--- src/rtl/dbg_monitor.sv ---
// Bring-up debug monitor: probe snapshot, multiplexed hex seven-segment
// display, and free-running or debounced single-step core clock-enable.
module dbg_monitor #(
  parameter int NPROBE      = 16,
  parameter int PW          = 32,
  parameter int SEL_W       = 4,
  parameter int NDIG        = 4,
  parameter int REFRESH_DIV = 100000,
  parameter int DEB_CYCLES  = 500000
) (
  input  logic                 clk_i,
  input  logic                 rst_i,
  input  logic [NPROBE*PW-1:0] probes_i,
  input  logic [SEL_W-1:0]     ssd_sel_i,
  input  logic                 freeze_i,
  input  logic                 run_mode_i,
  input  logic                 step_btn_i,
  output logic                 core_en_o,
  output logic                 sel_valid_o,
  output logic [PW-1:0]        snap_o,
  output logic [NDIG-1:0]      an_o,
  output logic [6:0]           seg_o,
  output logic                 dp_o
);
  localparam int DW  = 4 * NDIG;
  localparam int RW  = (REFRESH_DIV > 1) ? $clog2(REFRESH_DIV) : 1;
  localparam int IW  = (NDIG > 1) ? $clog2(NDIG) : 1;
  localparam int DBW = (DEB_CYCLES > 1) ? $clog2(DEB_CYCLES) : 1;

  function automatic logic [6:0] hex7(input logic [3:0] n);
    case (n)
      4'h0: hex7 = 7'b1000000;  4'h1: hex7 = 7'b1111001;
      4'h2: hex7 = 7'b0100100;  4'h3: hex7 = 7'b0110000;
      4'h4: hex7 = 7'b0011001;  4'h5: hex7 = 7'b0010010;
      4'h6: hex7 = 7'b0000010;  4'h7: hex7 = 7'b1111000;
      4'h8: hex7 = 7'b0000000;  4'h9: hex7 = 7'b0010000;
      4'hA: hex7 = 7'b0001000;  4'hB: hex7 = 7'b0000011;
      4'hC: hex7 = 7'b1000110;  4'hD: hex7 = 7'b0100001;
      4'hE: hex7 = 7'b0000110;  default: hex7 = 7'b0001110;
    endcase
  endfunction

  logic [PW-1:0] probe_arr [NPROBE];
  for (genvar k = 0; k < NPROBE; k++) begin : g_probe
    assign probe_arr[k] = probes_i[k*PW +: PW];
  end

  logic [PW-1:0]   snap_q, snap_d, probe_sel;
  logic            sel_valid_q, sel_valid_d, sel_ok;
  logic [RW-1:0]   cnt_q, cnt_d;
  logic [IW-1:0]   idx_q, idx_d;
  logic [NDIG-1:0] an_q, an_d;
  logic [6:0]      seg_q, seg_d;
  logic            dp_q, dp_d;
  logic [3:0]      nib;
  logic            sync1_q, sync2_q;
  logic            deb_q, deb_d, deb_prev_q;
  logic [DBW-1:0]  deb_cnt_q, deb_cnt_d;
  logic            core_en_q, core_en_d;

  always_comb begin
    sel_ok    = int'(ssd_sel_i) < NPROBE;
    probe_sel = '0;
    for (int k = 0; k < NPROBE; k++)
      if (ssd_sel_i == SEL_W'(k)) probe_sel = probe_arr[k];
  end

  assign nib = 4'(DW'(snap_q) >> (4 * idx_q));

  always_comb begin
    snap_d      = snap_q;
    sel_valid_d = sel_valid_q;
    if (!freeze_i) begin
      sel_valid_d = sel_ok;
      snap_d      = sel_ok ? probe_sel : '0;
    end

    cnt_d = cnt_q + 1'b1;
    idx_d = idx_q;
    if (cnt_q == RW'(REFRESH_DIV - 1)) begin
      cnt_d = '0;
      idx_d = (idx_q == IW'(NDIG - 1)) ? '0 : idx_q + 1'b1;
    end
    an_d  = ~(NDIG'(1) << idx_q);
    seg_d = sel_valid_q ? hex7(nib) : 7'b0111111;
    dp_d  = ~((idx_q == '0) & freeze_i);

    // Level only moves after DEB_CYCLES consecutive disagreeing samples.
    deb_d     = deb_q;
    deb_cnt_d = '0;
    if (sync2_q != deb_q) begin
      if (deb_cnt_q == DBW'(DEB_CYCLES - 1)) deb_d = sync2_q;
      else                                   deb_cnt_d = deb_cnt_q + 1'b1;
    end
    core_en_d = run_mode_i | (deb_q & ~deb_prev_q);
  end

  always_ff @(posedge clk_i) begin
    if (!rst_i) begin
      snap_q      <= '0;
      sel_valid_q <= 1'b0;
      cnt_q       <= '0;
      idx_q       <= '0;
      an_q        <= '1;
      seg_q       <= 7'b1111111;
      dp_q        <= 1'b1;
      sync1_q     <= 1'b0;
      sync2_q     <= 1'b0;
      deb_q       <= 1'b0;
      deb_prev_q  <= 1'b0;
      deb_cnt_q   <= '0;
      core_en_q   <= 1'b0;
    end else begin
      snap_q      <= snap_d;
      sel_valid_q <= sel_valid_d;
      cnt_q       <= cnt_d;
      idx_q       <= idx_d;
      an_q        <= an_d;
      seg_q       <= seg_d;
      dp_q        <= dp_d;
      sync1_q     <= step_btn_i;
      sync2_q     <= sync1_q;
      deb_q       <= deb_d;
      deb_prev_q  <= deb_q;
      deb_cnt_q   <= deb_cnt_d;
      core_en_q   <= core_en_d;
    end
  end

  assign snap_o      = snap_q;
  assign sel_valid_o = sel_valid_q;
  assign an_o        = an_q;
  assign seg_o       = seg_q;
  assign dp_o        = dp_q;
  assign core_en_o   = core_en_q;
endmodule

--- config.mk ---
export PLATFORM = sky130hd
export DESIGN_NAME = dbg_monitor
export DESIGN_NICKNAME = d
export VERILOG_FILES = /design/src/rtl/dbg_monitor.sv
export SDC_FILE = /design/constraint.sdc
export NUM_CORES = 1
export LEC_CHECK = 0
export CAP_MARGIN = 40
export CORE_AREA = 2 2 220 222
export CTS_CLUSTER_DIAMETER = 40
export DETAILED_ROUTE_END_ITERATION = 12
export DIE_AREA = 0 0 222 224
export PLACE_DENSITY = 0.46
export SYNTH_ARGS = -nofsm -noshare
export SYNTH_HDL_FRONTEND = slang
export SYNTH_SLANG_ARGS = --single-unit
--- constraint.sdc ---
create_clock -name clk_i -period 2.2 [get_ports clk_i]
set_clock_uncertainty 0.1 [all_clocks]
set_input_delay 0.44 -clock clk_i [delete_from_list [all_inputs] [get_ports clk_i]]
set_output_delay 0.44 -clock clk_i [all_outputs]
set_load 0.01 [all_outputs]
==> results.md, run 1 <==
* Grt ovf at 0
* CP max FO at 15
* Crit. End Element: flip-flop
* RSZ-0062 raised after global routing: no
* Synth unique cells at 71
* CP Launch Point: ssd_sel_i[1]
* Die Footprint at 49700 sq um
* R2R depth at 5
* Setup violators final at 0
* Tightest Hold Check Type: flip-flop to flip-flop
* Crit share post-route at 97.4%
* Bufs on Longest Clock Path at 2
* Final wirelength at 66000 um
* Hold path cells at 1
* Largest net degree at the start of global routing at 35
* Final Hold Viols at 0
* CTS tree: yes
* Worst vdd ir at 0.380 mV
* Most common cell after layout, fill and taps aside: clkdlybuf4s50_1
* Syn Inst Count at 1160
* DRT antenna net count at 0
* Final #Nets at 2338
* Area Growth Syn to Fin at 88.9%
* Placed insts at 2409
* Register area share after synthesis at 20.1%
* Post-synth EDFFs at 0
* HPWL after detailed placement at 57100 um
* Comb pwr share at 46.6%
* CTS Sinks at 88
* Critical path class: primary input to flip-flop
* Wirelength per Cell at 27.2 um
* Root Driver: clkbuf_16
* Area post-placement at 16300 sq um
* Clock latency on the worst-skew pair at 0.37 ns
* H-tree Lvls at 3
* Share of flip-flops with an asynchronous set or reset at 0%
* Final Total Pwr at 6190 uW
* Initial Util at 18.6%
* First-pass GRT wire length at 91700 um
* Highest clock rate at 466 MHz
* Internal Pwr Total at 4120 uW
* WP data required at 2.33 ns
* Clock power share at 25.5%
* Reg2reg start: idx_q[0]$_SDFFE_PN0P_
* Vias in the first global route at 12600
* Non-Filler Cell Area, Final at 16600 sq um
* Port bufs at 566
* Register bit total from synthesis at 88
* Vias per std cell at 5.05
* Fin crit period at 2.14 ns
* Worst min-delay path startpoint: cnt_q[0]$_SDFF_PP0_
* Crit path DAT at 2.27 ns
* Worst-path clk slew at 0.07 ns
* Sw frac at 33.5%
* Rel. slew slack at 45.8%
* Status: completed
* Die W at 222 um
* GRT Overall Usage at 25.5%
* Die H at 224 um
* Setup TNS at 0 ns
* TritonCTS Buffers at 9
* Fin. max-slew vios at 0
* Psw at 2070 uW
* Ys flop type: dfxtp_1
* Share of power burned in registers at 27.9%
* Total vias in the final route at 12300
* Drt first pass iters at 5
* Leak Pwr at 0.00615 uW
* Post-Syn Area per Cell at 7.57 sq um
* # IOs at 567
* Max-cap viol count at 0
* Pwr/cell area at 373 nW/um^2
* Yosys warns at 0
* Most frequent cells in the layout: clkdlybuf4s50_1, buf_4, o21ai_0, nand2_1, a21oi_1
* FILL cells at 4997
* FP Rows at 80
* Residual DRC count at 0
* GPL Wtd Cong at 0.947
* Post-CTS setup buffer count at 0
* Post-Syn Nets at 1693
* Worst slew pin tran at 0.792 ns
* Layout cells sized above 1 at 16.4%
* Cell Area, Synth at 8780 sq um
* DRT iter0 DRCs at 848
* Antenna violations before repair at 16
* Final non-filler cell total at 2430
* Critical Path Start Type: primary input
* CORE AREA at 47300 sq um
final cells by class:
type	instances	area, sq um	area share [%]
antenna	5	12.5	0.0754
tap	615	769	4.64
clock inverter	6	50.0	0.302
multi-input combinational	951	6450	38.9
sequential	88	1760	10.6
timing repair buffer	744	7260	43.8
clock buffer	10	239	1.44
inverter	11	42.5	0.256
worst max-delay path, cell delays in order:
cell and delay (ns):
buf_6 0.16, buf_4 0.22, mux2_2 0.36, a221oi_1 0.52
buf_4 0.21, o21ai_0 0.12, nand2_1 0.12, a21oi_1 0.10
worst paths after layout:
kind | end | slack (ns)
max | snap_o[10]$_SDFFE_PN0N_ | 0.06
min reg2reg | cnt_q[0]$_SDFF_PP0_ | 0.34
min | cnt_q[0]$_SDFF_PP0_ | 0.34
max reg2reg | seg_o[1]$_SDFF_PN1_ | 0.14
kinds of logic (layout without fill, tap and decap cells):
group                    Yosys count  count (layout)  synth area share (%)
buffers and inverters            121             771                  7.01
flip-flops                        88              88                  20.1
XOR/XNOR                          31              31                  3.09
AND/OR/NAND/NOR                  331             331                  18.8
AO/OA/AOI/OAI                    475             475                  35.0
adder cells (fa/ha/maj)           12              12                  1.71
multiplexers                     102             102                  14.4
other                              0               5                     0
cell usage after synthesis (4+ instances only):
| master | n | share of area [%] |
|---|---|---|
| mux2_2 | 47 | 6.0 |
| dfxtp_1 | 88 | 20 |
| o21a_1 | 11 | 0.94 |
| nor2b_1 | 27 | 1.9 |
| and3_1 | 9 | 0.64 |
| a22oi_1 | 22 | 1.9 |
| nand2_1 | 116 | 5.0 |
| nor3_1 | 15 | 0.85 |
| clkbuf_1 | 36 | 1.5 |
| nor2_2 | 13 | 0.93 |
| a211oi_1 | 16 | 1.4 |
| a221o_1 | 7 | 0.80 |
| inv_1 | 9 | 0.38 |
| ha_1 | 12 | 1.7 |
| buf_4 | 16 | 1.4 |
| nand3_1 | 24 | 1.4 |
| a21oi_1 | 115 | 6.6 |
| o22ai_1 | 46 | 3.3 |
| nor2_1 | 66 | 2.8 |
| a22o_1 | 11 | 1.1 |
| mux2i_1 | 40 | 4.6 |
| buf_2 | 44 | 2.5 |
| o22a_1 | 4 | 0.40 |
| buf_1 | 9 | 0.38 |
| a32oi_1 | 16 | 1.6 |
| o211ai_1 | 4 | 0.34 |
| o221ai_1 | 19 | 1.9 |
| nand4_1 | 10 | 0.71 |
| and2_1 | 13 | 0.93 |
| nand3b_1 | 8 | 0.68 |
| a31oi_1 | 16 | 1.1 |
| a2bb2oi_1 | 9 | 0.90 |
| buf_6 | 4 | 0.51 |
| mux4_2 | 15 | 3.8 |
| xnor2_1 | 10 | 1.0 |
| xor2_1 | 21 | 2.1 |
| nand2b_1 | 12 | 0.85 |
| o2bb2ai_1 | 4 | 0.40 |
| o31ai_1 | 10 | 0.85 |
| a221oi_1 | 23 | 2.3 |
| o21ai_0 | 118 | 6.7 |
sequential cells by signal, indices dropped and copies added, names as in the netlist, 2 cells and up:
signal / flops
an_o: 4
cnt_q: 17
deb_cnt_q: 19
idx_q: 2
seg_o: 7
snap_o: 32
timing repair:
action                                  4_1_cts  5_1_grt
endpoints found under the setup margin        2        2
gates resized for setup                       2        2
cloned                                        0        0
hold buffers                                  0        0
power groups by stage:
| stage | Sequential [uW] | Clock [uW] | Combinational [uW] |
|---|---|---|---|
| 2_1_floorplan | 1780 | 0 | 965 |
| 3_3_place_gp | 1770 | 0 | 2860 |
| 3_5_place_dp | 1770 | 0 | 2850 |
| 4_1_cts | 1730 | 1620 | 2870 |
| 5_1_grt | 1740 | 1680 | 3040 |
| 6_report | 1730 | 1580 | 2880 |
layer usage:
layer	routed length [um]	track usage, %	share of wire [%]
met5	113	0	0.17
met4	820	4.86	1.2
met3	3660	4.83	5.5
met2	33000	45.6	50
met1	28500	32.0	43
stage by stage:
step / util (%) / worst slack, ns / hold WS, ns
floorplan: - / 0.192 / 0.312
global route: 35.0 / 0.0109 / 0.358
global placement: 34.4 / -0.436 / 0.327
CTS: 35.0 / 0.0232 / 0.341
detailed placement: 34.4 / -0.422 / 0.330
finish: 35.0 / 0.0563 / 0.343
(Power assumes the default switching activity.)
==> run 2: changes to the inputs <==
Settings changed: CTS_CLUSTER_SIZE from default to 16.
==> results of run 2 <==
The final DEF is identical to that of run 1; final timing and power are the same.
